### src/rtl/sram_controller.sv
// Pipeline-facing controller for a 16-bit SRAM: each 32-bit access is split into a low then a high half-word phase.
// Define SRAM_WAIT_STATE_EN to stretch each phase to two cycles for slower SRAM parts.
module sram_controller (
    input  logic        clk,
    input  logic        reset,
    input  logic        MEM_R_EN,
    input  logic        MEM_W_EN,
    input  logic [31:0] address,
    input  logic [31:0] writeData,
    output logic [31:0] readData,
    output logic        ready,
    output logic [17:0] SRAM_ADDR,
    output logic        SRAM_WE_N,
    output logic [15:0] SRAM_DQ_out,
    output logic        SRAM_DQ_oe,
    input  logic [15:0] SRAM_DQ_in
);

    typedef enum logic [1:0] {IDLE, LO, HI, DONE} state_t;

    state_t      state_q;
    logic [16:0] word_q;
    logic [15:0] wdata_hi_q;
    logic        wr_q;
    logic [31:0] rdata_q;
    logic [17:0] sram_addr_q;
    logic        we_n_q;
    logic        oe_q;
    logic [15:0] dq_out_q;
    logic        req;
    logic        phase_end;
    logic        unused_addr_bits;

    assign req              = MEM_R_EN | MEM_W_EN;
    assign unused_addr_bits = ^{address[31:19], address[1:0]};

`ifdef SRAM_WAIT_STATE_EN
    logic wait_q;
    assign phase_end = wait_q;
`else
    assign phase_end = 1'b1;
`endif

    // A request seen in IDLE already stalls the pipeline in that same cycle.
    assign ready = (state_q == DONE) | ((state_q == IDLE) & ~req);

    always_ff @(posedge clk) begin
        if (reset) begin
            state_q     <= IDLE;
            word_q      <= '0;
            wdata_hi_q  <= '0;
            wr_q        <= 1'b0;
            rdata_q     <= '0;
            sram_addr_q <= '0;
            we_n_q      <= 1'b1;
            oe_q        <= 1'b0;
            dq_out_q    <= '0;
`ifdef SRAM_WAIT_STATE_EN
            wait_q      <= 1'b0;
`endif
        end else begin
`ifdef SRAM_WAIT_STATE_EN
            if (state_q == LO || state_q == HI) begin
                wait_q <= ~wait_q;
            end else begin
                wait_q <= 1'b0;
            end
`endif
            case (state_q)
                IDLE: begin
                    if (req) begin
                        // Write wins over read when both enables are set.
                        state_q     <= LO;
                        word_q      <= address[18:2];
                        wdata_hi_q  <= writeData[31:16];
                        wr_q        <= MEM_W_EN;
                        sram_addr_q <= {address[18:2], 1'b0};
                        we_n_q      <= ~MEM_W_EN;
                        oe_q        <= MEM_W_EN;
                        dq_out_q    <= MEM_W_EN ? writeData[15:0] : '0;
                    end
                end
                LO: begin
                    if (phase_end) begin
                        state_q     <= HI;
                        sram_addr_q <= {word_q, 1'b1};
                        dq_out_q    <= wr_q ? wdata_hi_q : '0;
                        if (!wr_q) begin
                            rdata_q[15:0] <= SRAM_DQ_in;
                        end
                    end
                end
                HI: begin
                    if (phase_end) begin
                        state_q     <= DONE;
                        sram_addr_q <= '0;
                        we_n_q      <= 1'b1;
                        oe_q        <= 1'b0;
                        dq_out_q    <= '0;
                        if (!wr_q) begin
                            rdata_q[31:16] <= SRAM_DQ_in;
                        end
                    end
                end
                DONE: begin
                    // Unconditional return keeps a still-held request from retriggering here.
                    state_q <= IDLE;
                end
                default: begin
                    state_q <= IDLE;
                end
            endcase
        end
    end

    assign readData    = rdata_q;
    assign SRAM_ADDR   = sram_addr_q;
    assign SRAM_WE_N   = we_n_q;
    assign SRAM_DQ_oe  = oe_q;
    assign SRAM_DQ_out = dq_out_q;

endmodule

### config.mk
export PLATFORM = sky130hd
export DESIGN_NAME = sram_controller
export DESIGN_NICKNAME = d
export VERILOG_FILES = /design/src/rtl/sram_controller.sv
export SDC_FILE = /design/constraint.sdc
export NUM_CORES = 1
export LEC_CHECK = 0
export BUFFER_PORTS_ARGS = -buffer_cell sky130_fd_sc_hd__buf_2
export CAP_MARGIN = 5
export CORE_ASPECT_RATIO = 1.5
export CORE_MARGIN = 2
export CORE_UTILIZATION = 51
export CTS_BUF_LIST = sky130_fd_sc_hd__clkbuf_4
export CTS_CLUSTER_DIAMETER = 120
export DETAILED_ROUTE_END_ITERATION = 8
export PLACE_DENSITY = 0.89
export SLEW_MARGIN = 40
export SYNTH_ARGS = -nofsm -noshare
export SYNTH_HDL_FRONTEND = slang
export SYNTH_SLANG_ARGS = --single-unit
### constraint.sdc
create_clock -name clk -period 2.2 [get_ports clk]
set_input_delay 0.44 -clock clk [delete_from_list [all_inputs] [get_ports clk]]
set_output_delay 0.44 -clock clk [all_outputs]
set_load 0.1 [all_outputs]
# After elaboration in Yosys (flattened, before gate mapping)
# Index checks and enable logic that the tools add are counted.
[word_totals] ff_bits=104 latch_bits=0 mem_bits_rw=0 rom_bits=0 input_bits=84 word_cells=40 n_memories=0
[op_classes] add_sub_neg=0 n_mul=0 div=0 n_lt_le_gt_ge=0 eq_ne=4 shifts=0 muxes=12 bitwise_logic=6 reduce_logical=8
[ops] op="case mux 18 bit (3 select lines)" count=1
[ops] op="2-to-1 mux 16 bit" count=3
[ops] op="case mux 16 bit (3 select lines)" count=1
[ops] op="2-to-1 mux 18 bit" count=1
[ops] op="AND reduction 2 bit" count=5
[ops] op="case mux 2 bit (4 select lines)" count=1
[ops] op="equality test 2 bit (second input constant)" count=2
[ops] op="case mux 1 bit (2 select lines)" count=2
[ops] op="inverter 1 bit" count=3
[ops] op="nonzero test 3 bit" count=1
[ops] op="equality test 2 x 1 -> 1 bit (second input constant)" count=1
[ops] op="zero test 2 bit" count=1
[ops] op="2-to-1 mux 1 bit" count=2
[ops] op="2-to-1 mux 2 bit" count=1
[ops] op="inequality test 2 bit (second input constant)" count=1
[ops] op="OR 1 bit" count=2
[ops] op="nonzero test 2 bit" count=1
[ops] op="bitwise AND 1 bit" count=1

# Logic depth before layout (Yosys ltp)
[logic_depth] depth_word=4 depth_mapped=8 depth_no_buf=5

# Worst setup path after synthesis
# Ideal clock, no wire load.
[synth_path] path_type="register to output" from="reg state_q[0]" to="out ready" arrival_time_ns=2.008 t_required_ns=1.760 setup_slack_ns=-0.248 path_stages_with_launch=7 path_buffers=2 cell_sequence="dfxtp_1 > inv_1 > ha_1 > or3b_1 > buf_4 > buf_6 > nand2b_1"
[synth_between] elab_chain_len=3
[synth_rtl] item="start, declared" line_no="21" text="state_t state_q;"
[synth_rtl] item="start signal, assigned" line_no="49" text="state_q <= IDLE;"
[synth_rtl] item="start signal, assigned" line_no="73" text="state_q <= LO;"
[synth_rtl] item="start signal, assigned" line_no="85" text="state_q <= HI;"
[synth_rtl] item="zero test 2 bit" line_no="45" text="assign ready = (state_q == DONE) | ((state_q == IDLE) & ~req);"
[synth_rtl] item="bitwise AND 1 bit" line_no="45"
[synth_rtl] item="OR 1 bit *" line_no="45"
[synth_rtl] item="end, declared" line_no="11" text="output logic ready,"
# Mark *: on every way between the ends. The rest lies on a longest branch, timed or not.

# Final worst setup path
[layout_path] from="reg state_q[1]" to="out ready"
# The elaborated chain is that of the path after synthesis.

==> results by group <==
Yosys
  – Compound-gate portion of the synthesized area: 25.0%
  – Post-Syn Instances: 501
  – Post-Synth Simple-Gate Area: 16.3%
  – Dominant combinational cell family by area after synthesis: compound AO/OA/AOI/OAI gates
  – Ys Warns: 0
  – Area contributors post-synth: dfxtp_1 (50%), nand2_1 (12%), a21oi_1 (10%)
  – Share of synthesized flip-flops with an asynchronous set or reset: 0%
  – Mean instance size in the synthesized netlist: 8.34 sq um
  – Number of register bits inferred by synthesis: 104
  – Flip-flop cell with the highest count after synthesis: dfxtp_1
  – Distinct cell type count of the synthesized netlist: 29
  – Cell type contributing the most total cell area after synthesis: dfxtp_1
  – Fraction of the mapped netlist area in adder cells: 2.10%
  – Post-Synthesis Net Count: 592
  – Synth top cells by count: nand2_1 (134), dfxtp_1 (104), a21oi_1 (85)
  – Post-synth EDFFs: 0
  – Most frequent cell after synthesis: nand2_1
  – Seq/Total Area, Yosys: 49.8%
  – Cell area after synthesis: 4180 sq um
  – Mux share of post-synthesis cell area: 0%
  – Top-area cell type share of the netlist area: 49.8%
  – Synthesized-area fraction occupied by xor and xnor cells: 0%

Detailed routing
  – Iteration-0 DRC Markers: 333
  – First-pass iteration count of the detailed router: 5
  – Total wire length: 11.3 mm
  – Per-cell via count in the routed design: 5.63
  – Routed len/inst: 15.5 um
  – DRC violations left: 0
  – Vias post-DR: 4,110
  – Number of nets still failing antenna checks after routing: 0

Setup path
  – Bufs and invs on worst path: 2
  – Startpoint of the lowest-slack register-to-register path: state_q[1]
  – Maximum fanout encountered on the critical timing path: 4
  – Worst setup path category: flip-flop to output port
  – Worst Path Required: 1760 ps
  – List of cells traversed by the critical path: inv_4, ha_4, or3b_4, nand2b_4, buf_12
  – Cells on worst reg2reg path: 6
  – Endpoint of the worst register-to-register path: SRAM_DQ_out[3]
  – CP top delay family: simple AND/OR/NAND/NOR gates
  – R2r setup slk: 140 ps
  – Endpoint arrival time on the critical path: 1690 ps
  – Endpoint kind of the worst setup timing path: output port
  – Slowest cell on the critical path: dfxtp_4
  – Worst stage delay on the critical path: 390 ps
  – Startpoint type of the worst setup path: flip-flop

Clock tree
  – Count of hold-fix buffers inserted at cts: 0
  – Sinks on the clock net: 104
  – Buffer levels on the longest clock path: 2
  – CTS clk-pin slew, worst paths: 160 ps
  – Root Buffer: clkbuf_4
  – Clock tree from TritonCTS: done
  – CTS H-tree depth: 3
  – Total clock buffers created by CTS: 9
  – Clock latency on the worst-skew pair: 460 ps

Min path
  – Startpoint of the lowest-slack hold path: SRAM_DQ_in[5]
  – Cells on Worst Hold Path: 3
  – Min-Delay Path Class: input port to flip-flop
  – Endpoint of the worst hold path: readData[21]

GRT
  – Pin count of the biggest net entering global routing: 70
  – Vias in the first global route: 3,911
  – Aggregate global routing overflow: 0
  – Initial antenna violation count: 1
  – GRT Overall Usage: 25.4%
  – Wire length of the first global-routing pass: 18.1 mm

Floorplan
  – Io pins: 153
  – Die height: 115 um
  – Initial core utilization: 52.2%
  – Die width: 77.9 um
  – Core Box Area: 8010 sq um
  – Die area: 8950 sq um
  – Rows: 40

Placement
  – GPL Wtd Cong: 0.872
  – Post-Place Setup Slack: 267 ps
  – Post-DP HPWL: 7.75 mm
  – Count of buffers from port buffering: 137
  – Count of placed standard cells including taps: 707

Timing
  – Final worst-path cycle share: 96.9%
  – Pin slew with the least headroom to its limit: 688 ps
  – Final hold violation count: 0
  – Setup repair after global routing missed its margin: true
  – Achievable Freq: 469 MHz
  – Final setup fails: 0
  – Rel. slew slack: 54.2%
  – Clock Skews: 15.5 ps
  – Slew Viols, Final: 0
  – Final worst setup slack: 68.4 ps
  – Crit path time final: 2130 ps

Finish
  – Fin nets: 710
  – Filler Cells Inserted: 708
  – Share of layout cells above drive strength 1: 29.2%
  – Area growth from synthesis to layout: 22.1%
  – Layout Cells excl Fill: 730

Pwr
  – Tot Pwr: 7.98 mW
  – Max IR drop VDD: 1.07 mV
  – PD cells: 1560 nW/um^2
  – Lkg Pwr: 2.37 nW

Flow run
  – Max Cap Viol: 0

Outcome
  – Result of the run: finished, final reports clean
[flip-flops by register name, summed over array words and instances (netlist names)]
signal / flops
readData: 32
SRAM_ADDR: 18
word_q: 17
SRAM_DQ_out: 16
wdata_hi_q: 16
state_q: 2
SRAM_DQ_oe: 1
SRAM_WE_N: 1
wr_q: 1
[layout by cell type (no fill, tap or decap), types with 3 or more instances in the layout]
master,n
a32oi_1,16
a211oi_1,17
inv_1,17
nand3_1,18
o211a_1,17
buf_4,16
o2111ai_1,17
dfxtp_1,102
clkbuf_4,10
clkinv_2,3
nand2_1,134
clkinv_1,3
a21oi_1,85
buf_2,136
ha_1,6
[what timing repair did]
action,in CTS,in global routing
resized for setup,12,0
endpoints found under the setup margin,1,1
setup buffers,4,2
pin swaps,1,1
[stage by stage]
step	util [%]	hold slack (ps)	area, sq um	TNS [ps]
finish	63.7	202	5100	0
CTS	63.5	179	5090	0
detailed placement	61.4	445	4910	0
global route	63.7	165	5100	-23.8
floorplan	-	437	4180	0
global placement	61.3	440	4910	0
[layer usage]
| metal | vias to the layer above | share of wire (%) | track usage [%] |
|---|---|---|---|
| li1 | 1975 | - | - |
| met1 | 1938 | 39 | 28.3 |
| met2 | 167 | 52 | 45.4 |
| met3 | 30 | 5.9 | 5.65 |
| met4 | 0 | 2.9 | 12.9 |
| met5 | - | 0 | 0 |
[power by group]
part / internal, mW / total (mW) / switching, mW
Sequential: 2.34 / 2.59 / 0.249
Clock: 0.241 / 0.854 / 0.613
Combinational: 0.951 / 4.54 / 3.59
Total: 3.53 / 7.98 / 4.45
[worst reg2reg max path: stages (launching register included)]
cell	delay, ps
dfxtp_4	400
buf_4	130
ha_1	200
clkinv_1	520
buf_4	430
a21oi_1	170
a211oi_1	80
[worst max path at each step]
| stage | endpoint | depth (start not counted) | from |
|---|---|---|---|
| after CTS | ready | 5 | state_q[1] |
| after global routing | ready | 5 | state_q[1] |
| after detailed placement | SRAM_DQ_out[3] | 5 | state_q[1] |
| final | ready | 5 | state_q[1] |
| after floorplan | ready | 6 | state_q[0] |
| after global placement | readData[30] | 5 | state_q[0] |
[cell type report]
type,count,area [sq um],share of cell area [%]
Timing Repair Buffer,154,841,16.5
Tap cell,105,131,2.57
Multi-Input combinational cell,329,1850,36.2
Clock buffer,10,75.1,1.47
Clock inverter,6,36.3,0.711
Inverter,21,83.8,1.64
Sequential cell,104,2090,40.9
Antenna cell,1,2.50,0.0490
[cell families after synthesis]
logic type | count (synthesis)
flip-flops | 104
AND/OR/NAND/NOR | 165
buffers and inverters | 68
adder cells (fa/ha/maj) | 7
AO/OA/AOI/OAI | 157
No activity file was read; power rests on OpenSTA's default activity.
